$ cat src/rtl/tone_scheduler.sv
// Tone scheduler: grants one of four arrow pads (round-robin) or the song sequencer to the single
// square-wave tone generator, enforcing a minimum note length and a silent gap between notes.
// Optional feature macro: TONE_SCHED_PREEMPT_EN (a pad press aborts a playing sequencer note).
module tone_scheduler #(
    parameter int unsigned NOTE_TICKS = 10000000,
    parameter int unsigned GAP_TICKS  = 1000000,
    parameter logic [28:0] HP0        = 29'd95555,
    parameter logic [28:0] HP1        = 29'd75842,
    parameter logic [28:0] HP2        = 29'd63775,
    parameter logic [28:0] HP3        = 29'd47777
) (
    input  logic        CLK,
    input  logic        RST_N,
    input  logic [3:0]  pad_req,
    input  logic        seq_valid,
    input  logic [28:0] seq_freq,
    output logic        seq_ready,
    output logic [28:0] frequency,
    output logic        tone_en,
    output logic        busy,
    output logic [2:0]  active_src
);

    localparam int unsigned CNT_MAX = (NOTE_TICKS > GAP_TICKS) ? NOTE_TICKS : GAP_TICKS;
    localparam int          CW      = $clog2(CNT_MAX + 32'd1);
    localparam logic [CW-1:0] NOTE_LAST = CW'(NOTE_TICKS - 32'd1);
    localparam logic [CW-1:0] GAP_LAST  = CW'(GAP_TICKS - 32'd1);
    localparam logic [CW-1:0] CNT_ONE   = CW'(32'd1);
    localparam logic [2:0]    SRC_SEQ   = 3'd4;
    localparam logic [2:0]    SRC_NONE  = 3'd7;

    typedef enum logic [1:0] {
        ST_IDLE = 2'd0,
        ST_PLAY = 2'd1,
        ST_GAP  = 2'd2
    } state_t;

    state_t        state_q, state_d;
    logic [CW-1:0] cnt_q, cnt_d;
    logic [1:0]    ptr_q, ptr_d;
    logic [28:0]   frequency_q, frequency_d;
    logic          tone_en_q, tone_en_d;
    logic [2:0]    active_src_q, active_src_d;
    logic          busy_q, busy_d;

    logic [1:0]    win_s;
    logic          pad_held_s;
    logic          note_done_s;
    logic          preempt_s;

    // Round-robin pick: the search starts one past the last winner and wraps.
    function automatic logic [1:0] rr_pick(input logic [3:0] req, input logic [1:0] ptr);
        logic [1:0] idx;
        logic [1:0] win;
        logic       found;
        win   = ptr;
        found = 1'b0;
        for (int i = 1; i <= 4; i++) begin
            idx = ptr + 2'(i);
            if (!found && req[idx]) begin
                win   = idx;
                found = 1'b1;
            end else begin
                found = found;
            end
        end
        return win;
    endfunction

    function automatic logic [28:0] pad_hp(input logic [1:0] idx);
        logic [28:0] hp;
        case (idx)
            2'd0:    hp = HP0;
            2'd1:    hp = HP1;
            2'd2:    hp = HP2;
            2'd3:    hp = HP3;
            default: hp = HP0;
        endcase
        return hp;
    endfunction

    assign win_s       = rr_pick(pad_req, ptr_q);
    assign pad_held_s  = (active_src_q != SRC_SEQ) && pad_req[active_src_q[1:0]];
    assign note_done_s = (cnt_q == NOTE_LAST) && !pad_held_s;

`ifdef TONE_SCHED_PREEMPT_EN
    assign preempt_s = (active_src_q == SRC_SEQ) && (pad_req != 4'd0);
`else
    assign preempt_s = 1'b0;
`endif

    // Handshake is only offered when no pad would win the same IDLE edge.
    assign seq_ready = (state_q == ST_IDLE) && seq_valid && (pad_req == 4'd0);

    // Next-state and next-output computation for the grant / play / gap sequence.
    always_comb begin
        state_d      = state_q;
        cnt_d        = cnt_q;
        ptr_d        = ptr_q;
        frequency_d  = frequency_q;
        tone_en_d    = tone_en_q;
        active_src_d = active_src_q;
        case (state_q)
            ST_IDLE: begin
                if (pad_req != 4'd0) begin
                    ptr_d        = win_s;
                    frequency_d  = pad_hp(win_s);
                    tone_en_d    = 1'b1;
                    active_src_d = {1'b0, win_s};
                    cnt_d        = '0;
                    state_d      = ST_PLAY;
                end else if (seq_valid) begin
                    frequency_d  = seq_freq;
                    tone_en_d    = 1'b1;
                    active_src_d = SRC_SEQ;
                    cnt_d        = '0;
                    state_d      = ST_PLAY;
                end else begin
                    state_d = ST_IDLE;
                end
            end
            ST_PLAY: begin
                if (preempt_s || note_done_s) begin
                    tone_en_d    = 1'b0;
                    active_src_d = SRC_NONE;
                    cnt_d        = '0;
                    state_d      = ST_GAP;
                end else if (cnt_q == NOTE_LAST) begin
                    cnt_d = cnt_q;
                end else begin
                    cnt_d = cnt_q + CNT_ONE;
                end
            end
            ST_GAP: begin
                if (cnt_q == GAP_LAST) begin
                    cnt_d   = '0;
                    state_d = ST_IDLE;
                end else begin
                    cnt_d = cnt_q + CNT_ONE;
                end
            end
            default: begin
                state_d      = ST_IDLE;
                cnt_d        = '0;
                tone_en_d    = 1'b0;
                active_src_d = SRC_NONE;
            end
        endcase
        busy_d = (state_d != ST_IDLE);
    end

    // State and registered outputs; reset silences the speaker immediately.
    always_ff @(posedge CLK or negedge RST_N) begin
        if (!RST_N) begin
            state_q      <= ST_IDLE;
            cnt_q        <= '0;
            ptr_q        <= 2'd3;
            frequency_q  <= 29'd0;
            tone_en_q    <= 1'b0;
            active_src_q <= SRC_NONE;
            busy_q       <= 1'b0;
        end else begin
            state_q      <= state_d;
            cnt_q        <= cnt_d;
            ptr_q        <= ptr_d;
            frequency_q  <= frequency_d;
            tone_en_q    <= tone_en_d;
            active_src_q <= active_src_d;
            busy_q       <= busy_d;
        end
    end

    assign frequency  = frequency_q;
    assign tone_en    = tone_en_q;
    assign active_src = active_src_q;
    assign busy       = busy_q;

endmodule

$ cat config.mk
export PLATFORM = sky130hd
export DESIGN_NAME = tone_scheduler
export DESIGN_NICKNAME = d
export VERILOG_FILES = /design/src/rtl/tone_scheduler.sv
export SDC_FILE = /design/constraint.sdc
export NUM_CORES = 1
export LEC_CHECK = 0
export ABC_CLOCK_PERIOD_IN_PS = 2850
export CORE_UTILIZATION = 50
export DETAILED_ROUTE_END_ITERATION = 12
export GPL_ROUTABILITY_DRIVEN = 0
export PLACE_DENSITY = 0.81
export SYNTH_ARGS = -nofsm -noshare
export SYNTH_HDL_FRONTEND = slang
export SYNTH_SLANG_ARGS = --single-unit
$ cat constraint.sdc
create_clock -name CLK -period 2.85 [get_ports CLK]
set_input_delay 0.285 -clock CLK [delete_from_list [all_inputs] [get_ports CLK]]
set_output_delay 0.285 -clock CLK [all_outputs]
set_load 0.005 [all_outputs]
=== Word level (Yosys, flattened, before mapping) ===
Cells that the tools add are included.

* Reductions and logical operators: 21
* $add $sub $neg: 4
* $lt $le $gt $ge: 5
* Equal/unequal tests: 11
* Multiplexer cells: 39
* Bitwise logic cells: 1

{| class="wikitable"
|+ Operator list
! operator !! count
|-
| $mux W24 || 5
|-
| $pmux W29 S4 || 1
|-
| $pmux W24 S3 || 1
|-
| $mux W29 || 2
|-
| $add A24 B1 Y24 const B || 1
|-
| $eq A24 B20 Y1 const B || 1
|-
| $eq A24 B24 Y1 const B || 1
|-
| $lt A2 B3 Y1 const B || 5
|-
| $mux W1 || 13
|-
| $mux W2 || 6
|-
| $bmux W1 S2 || 5
|-
| $mux W3 || 3
|-
| $pmux W3 S3 || 1
|-
| $logic_and A1 B1 Y1 || 7
|-
| $eq A2 B2 Y1 const B || 3
|-
| $ne A3 B3 Y1 const B || 2
|-
| $pmux W2 S3 || 1
|-
| $reduce_and A2 Y1 || 3
|-
| $add A2 B2 Y2 const B || 2
|-
| $eq A2 B1 Y1 const B || 2
|-
| $logic_not A1 Y1 || 4
|-
| $logic_not A2 Y1 || 2
|-
| $logic_not A4 Y1 || 1
|-
| $reduce_bool A2 Y1 || 2
|-
| other kinds (7) || 7
|}

* Bits in registers: 62

=== Depth between registers and ports, before layout ===
* Depth in word-level cells: 16
* Mapped depth: 8

=== Worst setup path after synthesis ===
Ideal clock, no wire load.

* Path type: reg-to-reg
* Start point: register cnt_q[11]
* End point: register cnt_q[11]
* Clock period less this slack: 2408 ps
* Data arrival time: 2290 ps
* Setup time: 118 ps
* Path slack: 442 ps
* Stages on the path, launching flop included: 8
* Path through: dfrtp_1 -> or4_4 -> or4_4 -> o31ai_4 -> a21oi_2 -> buf_6 -> o2bb2ai_1 -> a21o_1

* Longest elaborated chain between the ends: 4
* Elaborated cells between the ends (all ways): 10
* Those cells by class: add/sub (1); eq/ne (3); mux (4); reduce/logical (2)

{| class="wikitable"
|+ Ends and longest elaborated chain
! element !! line !! source
|-
| start: declaration || 39 || <nowiki>logic [CW-1:0] cnt_q, cnt_d;</nowiki>
|-
| start signal: assignment || 164 || <nowiki>cnt_q <= cnt_d;</nowiki>
|-
| $add A24 B1 Y24 / $eq A24 B24 Y1 (equally long branches) || - ||
|-
| $mux W24 / $logic_and A1 B1 Y1 (equally long branches) || 128, 84 ||
|-
| $mux W24 / $ne A3 B3 Y1 (equally long branches) || - ||
|-
| $pmux W24 S3 / $reduce_and A2 Y1 (equally long branches) || - ||
|}

Parallel ways exist; a longest one is shown, timed or not. The select of a mux whose other input is x is not followed.
A chain may end at the register's enable or synchronous reset.

=== Worst setup path in the final report ===
* Start point: register cnt_q[11]
* End point: register cnt_q[21]

The elaborated chain is that of the path after synthesis.

==> results <==
critical path: stages (launching register included):
cell and delay, ps:
dfrtp_1 430, or4_4 560, or4_4 560, o211ai_1 190, o2111a_1 390, buf_4 240, nor2_1 70
how the worst min path moves through the flow:
stage	from	end	slack, ps	cells past startpoint
3_5_place_dp	RST_N	frequency[26]$_DFFE_PN0P_	290	1
4_1_cts	RST_N	frequency[4]$_DFFE_PN0P_	460	2
5_1_grt	seq_freq[13]	frequency[13]$_DFFE_PN0P_	490	3
3_3_place_gp	RST_N	frequency[24]$_DFFE_PN0P_	280	1
6_report	frequency[1]$_DFFE_PN0P_	frequency[1]$_DFFE_PN0P_	470	2
2_1_floorplan	RST_N	busy$_DFF_PN0_	-10	0
layout by cell type (no fill, tap or decap), drive strengths merged, types with 2 or more instances in the layout:
cell type	count
buf	10
a22oi	3
xor2	8
clkbuf	10
a22o	16
nor3	8
or4	4
o21ai	19
nand3b	4
nand3	18
or3	3
or4bb	2
o31ai	3
nor2b	3
clkinvlp	3
ha	5
a21o	2
dfrtp	57
nor2	38
nand2	37
inv	11
clkdlybuf4s50	69
xnor2	5
dfstp	5
a41oi	2
nor4	4
and3	6
nand4	9
or2	3
a21oi	23
cell families (layout without fill, tap and decap cells):
family                   Yosys count  count (layout)
adder cells (fa/ha/maj)            5               5
flip-flops                        62              62
XOR/XNOR                          13              13
AND/OR/NAND/NOR                  148             148
AO/OA/AOI/OAI                     77              77
buffers and inverters             24             106
multiplexers                       3               3
power groups by stage:
| stage | registers [mW] | logic (mW) | clock network (mW) |
|---|---|---|---|
| final | 0.880 | 0.0971 | 0.805 |
| after global routing | 0.879 | 0.107 | 0.852 |
| after CTS | 0.880 | 0.0979 | 0.813 |
| after detailed placement | 0.896 | 0.0964 | 0 |
| after global placement | 0.896 | 0.0941 | 0 |
| after floorplan | 0.897 | 0.0191 | 0 |
state kept, by name, indices dropped and copies added, names as in the netlist:
signal      flops
ptr_q           2
frequency      29
state_q         2
cnt_q          24
tone_en         1
busy            1
active_src      3
per-stage QoR:
| step | std cells | hold WS (ps) | setup WS [ps] |
|---|---|---|---|
| floorplan | 332 | -10.59 | 442.3 |
| global placement | 472 | 283.3 | 267.4 |
| detailed placement | 472 | 292.7 | 184.2 |
| CTS | 489 | 459.5 | 288.1 |
| global route | 489 | 493.8 | 146.4 |
| finish | 489 | 474.1 | 292.3 |
layer usage:
| layer | vias up | GRT usage (%) | part of all wire, % |
|---|---|---|---|
| met5 | - | 0 | 0 |
| met4 | 0 | 11.07 | 2.3 |
| met2 | 107 | 42.42 | 48 |
| met3 | 17 | 3.778 | 5.4 |
| li1 | 1353 | - | - |
| met1 | 1362 | 34.64 | 44 |
cell type report:
type | instances | area share [%]
clock inverter | 6 | 1.683
clock buffer | 10 | 3.305
timing repair buffer | 80 | 18.57
tap | 75 | 2.254
sequential | 62 | 37.41
multi-input combinational | 246 | 35.88
inverter | 10 | 0.9014
synth_stat cells, types with 2 or more instances:
cell      count
dfstp_2       5
xnor2_1       5
nand3b_1      4
nor4_1        4
clkbuf_1     10
a21o_1        2
nor3_1        8
a22o_1       16
or3_1         3
o21ai_0      15
inv_1        10
a41oi_1       2
nor2b_1       3
and3_1        6
or4_1         2
dfrtp_1      57
a21oi_1      22
xor2_1        8
o31ai_1       2
nor2_1       38
o21ai_1       4
a22oi_1       3
nand2_1      37
ha_1          5
nand4_1       9
or4_4         2
or2_2         3
or4bb_1       2
nand3_1      18
==> flow_metrics.tcl <==
set metrics [dict create \
    route.vias.total 2839 \
    fin_crit_sh_pct 89.75 \
    drt-initial-drc-count 182 \
    clock_power_share_pct 45.2 \
    initial_utilization_pct 52.65 \
    grt_usage_pct 26.08 \
    antenna_found_initial 0 \
    ys_seq_elements 62 \
    r2r-end "cnt_q[21]$_DFFE_PN0P_" \
    nNetsFinal 450 \
    setup.worst_path.start_class "register" \
    cts.sinks 62 \
    utilization_pct 69.51 \
    seq_area_frac_synth_pct 49.39 \
    n_antenna_cell 0 \
    ir_drop_v 0.0003170 \
    period_minus_slack_ps 2558 \
    p_int_mw 1.364 \
    startpoint "cnt_q[11]$_DFFE_PN0P_" \
    io_pins 71 \
    synth_top_area_share_pct 45.22 \
    fp.dieW_um 81.43 \
    multi_input_area_um2 1494 \
    synthTopCellsByArea "dfrtp_1 (45%), nor2_1 (4.5%), a22o_1 (4.4%)" \
    synth_simple_gate_area_share_pct 23.84 \
    synth-compound-area-share_pct 16.54 \
    slew_headroom_pct 60.88 \
    crit_path_end_kind "register" \
    overflow 0 \
    tritoncts "yes" \
    first_global_vias 2721 \
    yosys.area.top_type "dfrtp_1" \
    setup_viol 0 \
    cellLeakagePower_nw 1.797 \
    syn_to_final_growth_pct 32.01 \
    grt_max_degree 27 \
    ys.flop_type "dfrtp_1" \
    p_sw_mw 0.4173 \
    first_pass_iters 4 \
    p_comb_share_pct 5.5 \
    reg2reg_depth 6 \
    fillers 455 \
    post_cts_buffers 0 \
    synth_mux_area_share_pct 1.388 \
    status "complete, no violations" \
    htreeDepth 3 \
    coreArea_um2 5991 \
    place_area_um2 3946 \
    worstMarginPinSlew_ps 586.8 \
    routed_wl_um 7944 \
    cts-root-buf "clkbuf_8" \
    r2r-start "cnt_q[11]$_DFFE_PN0P_" \
    synth_top_family_by_area "simple AND/OR/NAND/NOR gates" \
    grt_setup_unrepaired "no" \
    final.setup_skew_ps 9.963 \
    rrSetupSlack_ps 290 \
    slew_viol_final 0 \
    synthCells 332 \
    syn_nets 373 \
    switching_share_pct 23.43 \
    fmax_ghz 0.3910 \
    synth_xor_area_share_pct 3.610 \
    synthDistinctLibCells 56 \
    worstHoldPathType "reg2reg" \
    yosys_warnings 0 \
    post-dp-hpwl_um 5760 \
    seqCellArea_um2 1558 \
    endpoint "cnt_q[21]$_DFFE_PN0P_" \
    total_power_mw 1.781 \
    p_per_area_nw_per_um2 427.8 \
    hold_violations 0 \
    ctsHoldBuffers 1 \
    die_h_um 81.43 \
    postSynthAreaPerCell_um2 9.501 \
    clockBufferDepth 2 \
    synth_fa_ha_area_share_pct 1.983 \
    cp.required_ps 3070 \
    cts_buffers 9 \
    power_frac_seq_pct 49.4 \
    ant_nets 0 \
    fin_area_um2 4164 \
    cap_violations 0 \
    synth_edf_count 0 \
    drc 0 \
    rows 28 \
    synth_area_um2 3154 \
    ctsResizeCount 0 \
    wl_per_cell_um 16.25 \
    dieArea_um2 6630 \
    arrival_ps 2780 \
    clk_latency_ps 340 \
    grt_pass1_wl_um 13150 \
    drive_gt1_share_pct 9.903 \
    fin_tns_setup_ps 0 \
    cp_max_fo 12 \
    via_per_inst 5.806 \
    cts.clk_slew.worst_paths_ps 70 \
    port_buffers 70 \
    ys_async_sr_fraction_pct 100.0 \
    crit_type "reg2reg" \
]
No activity file was read; power rests on OpenSTA's default activity.
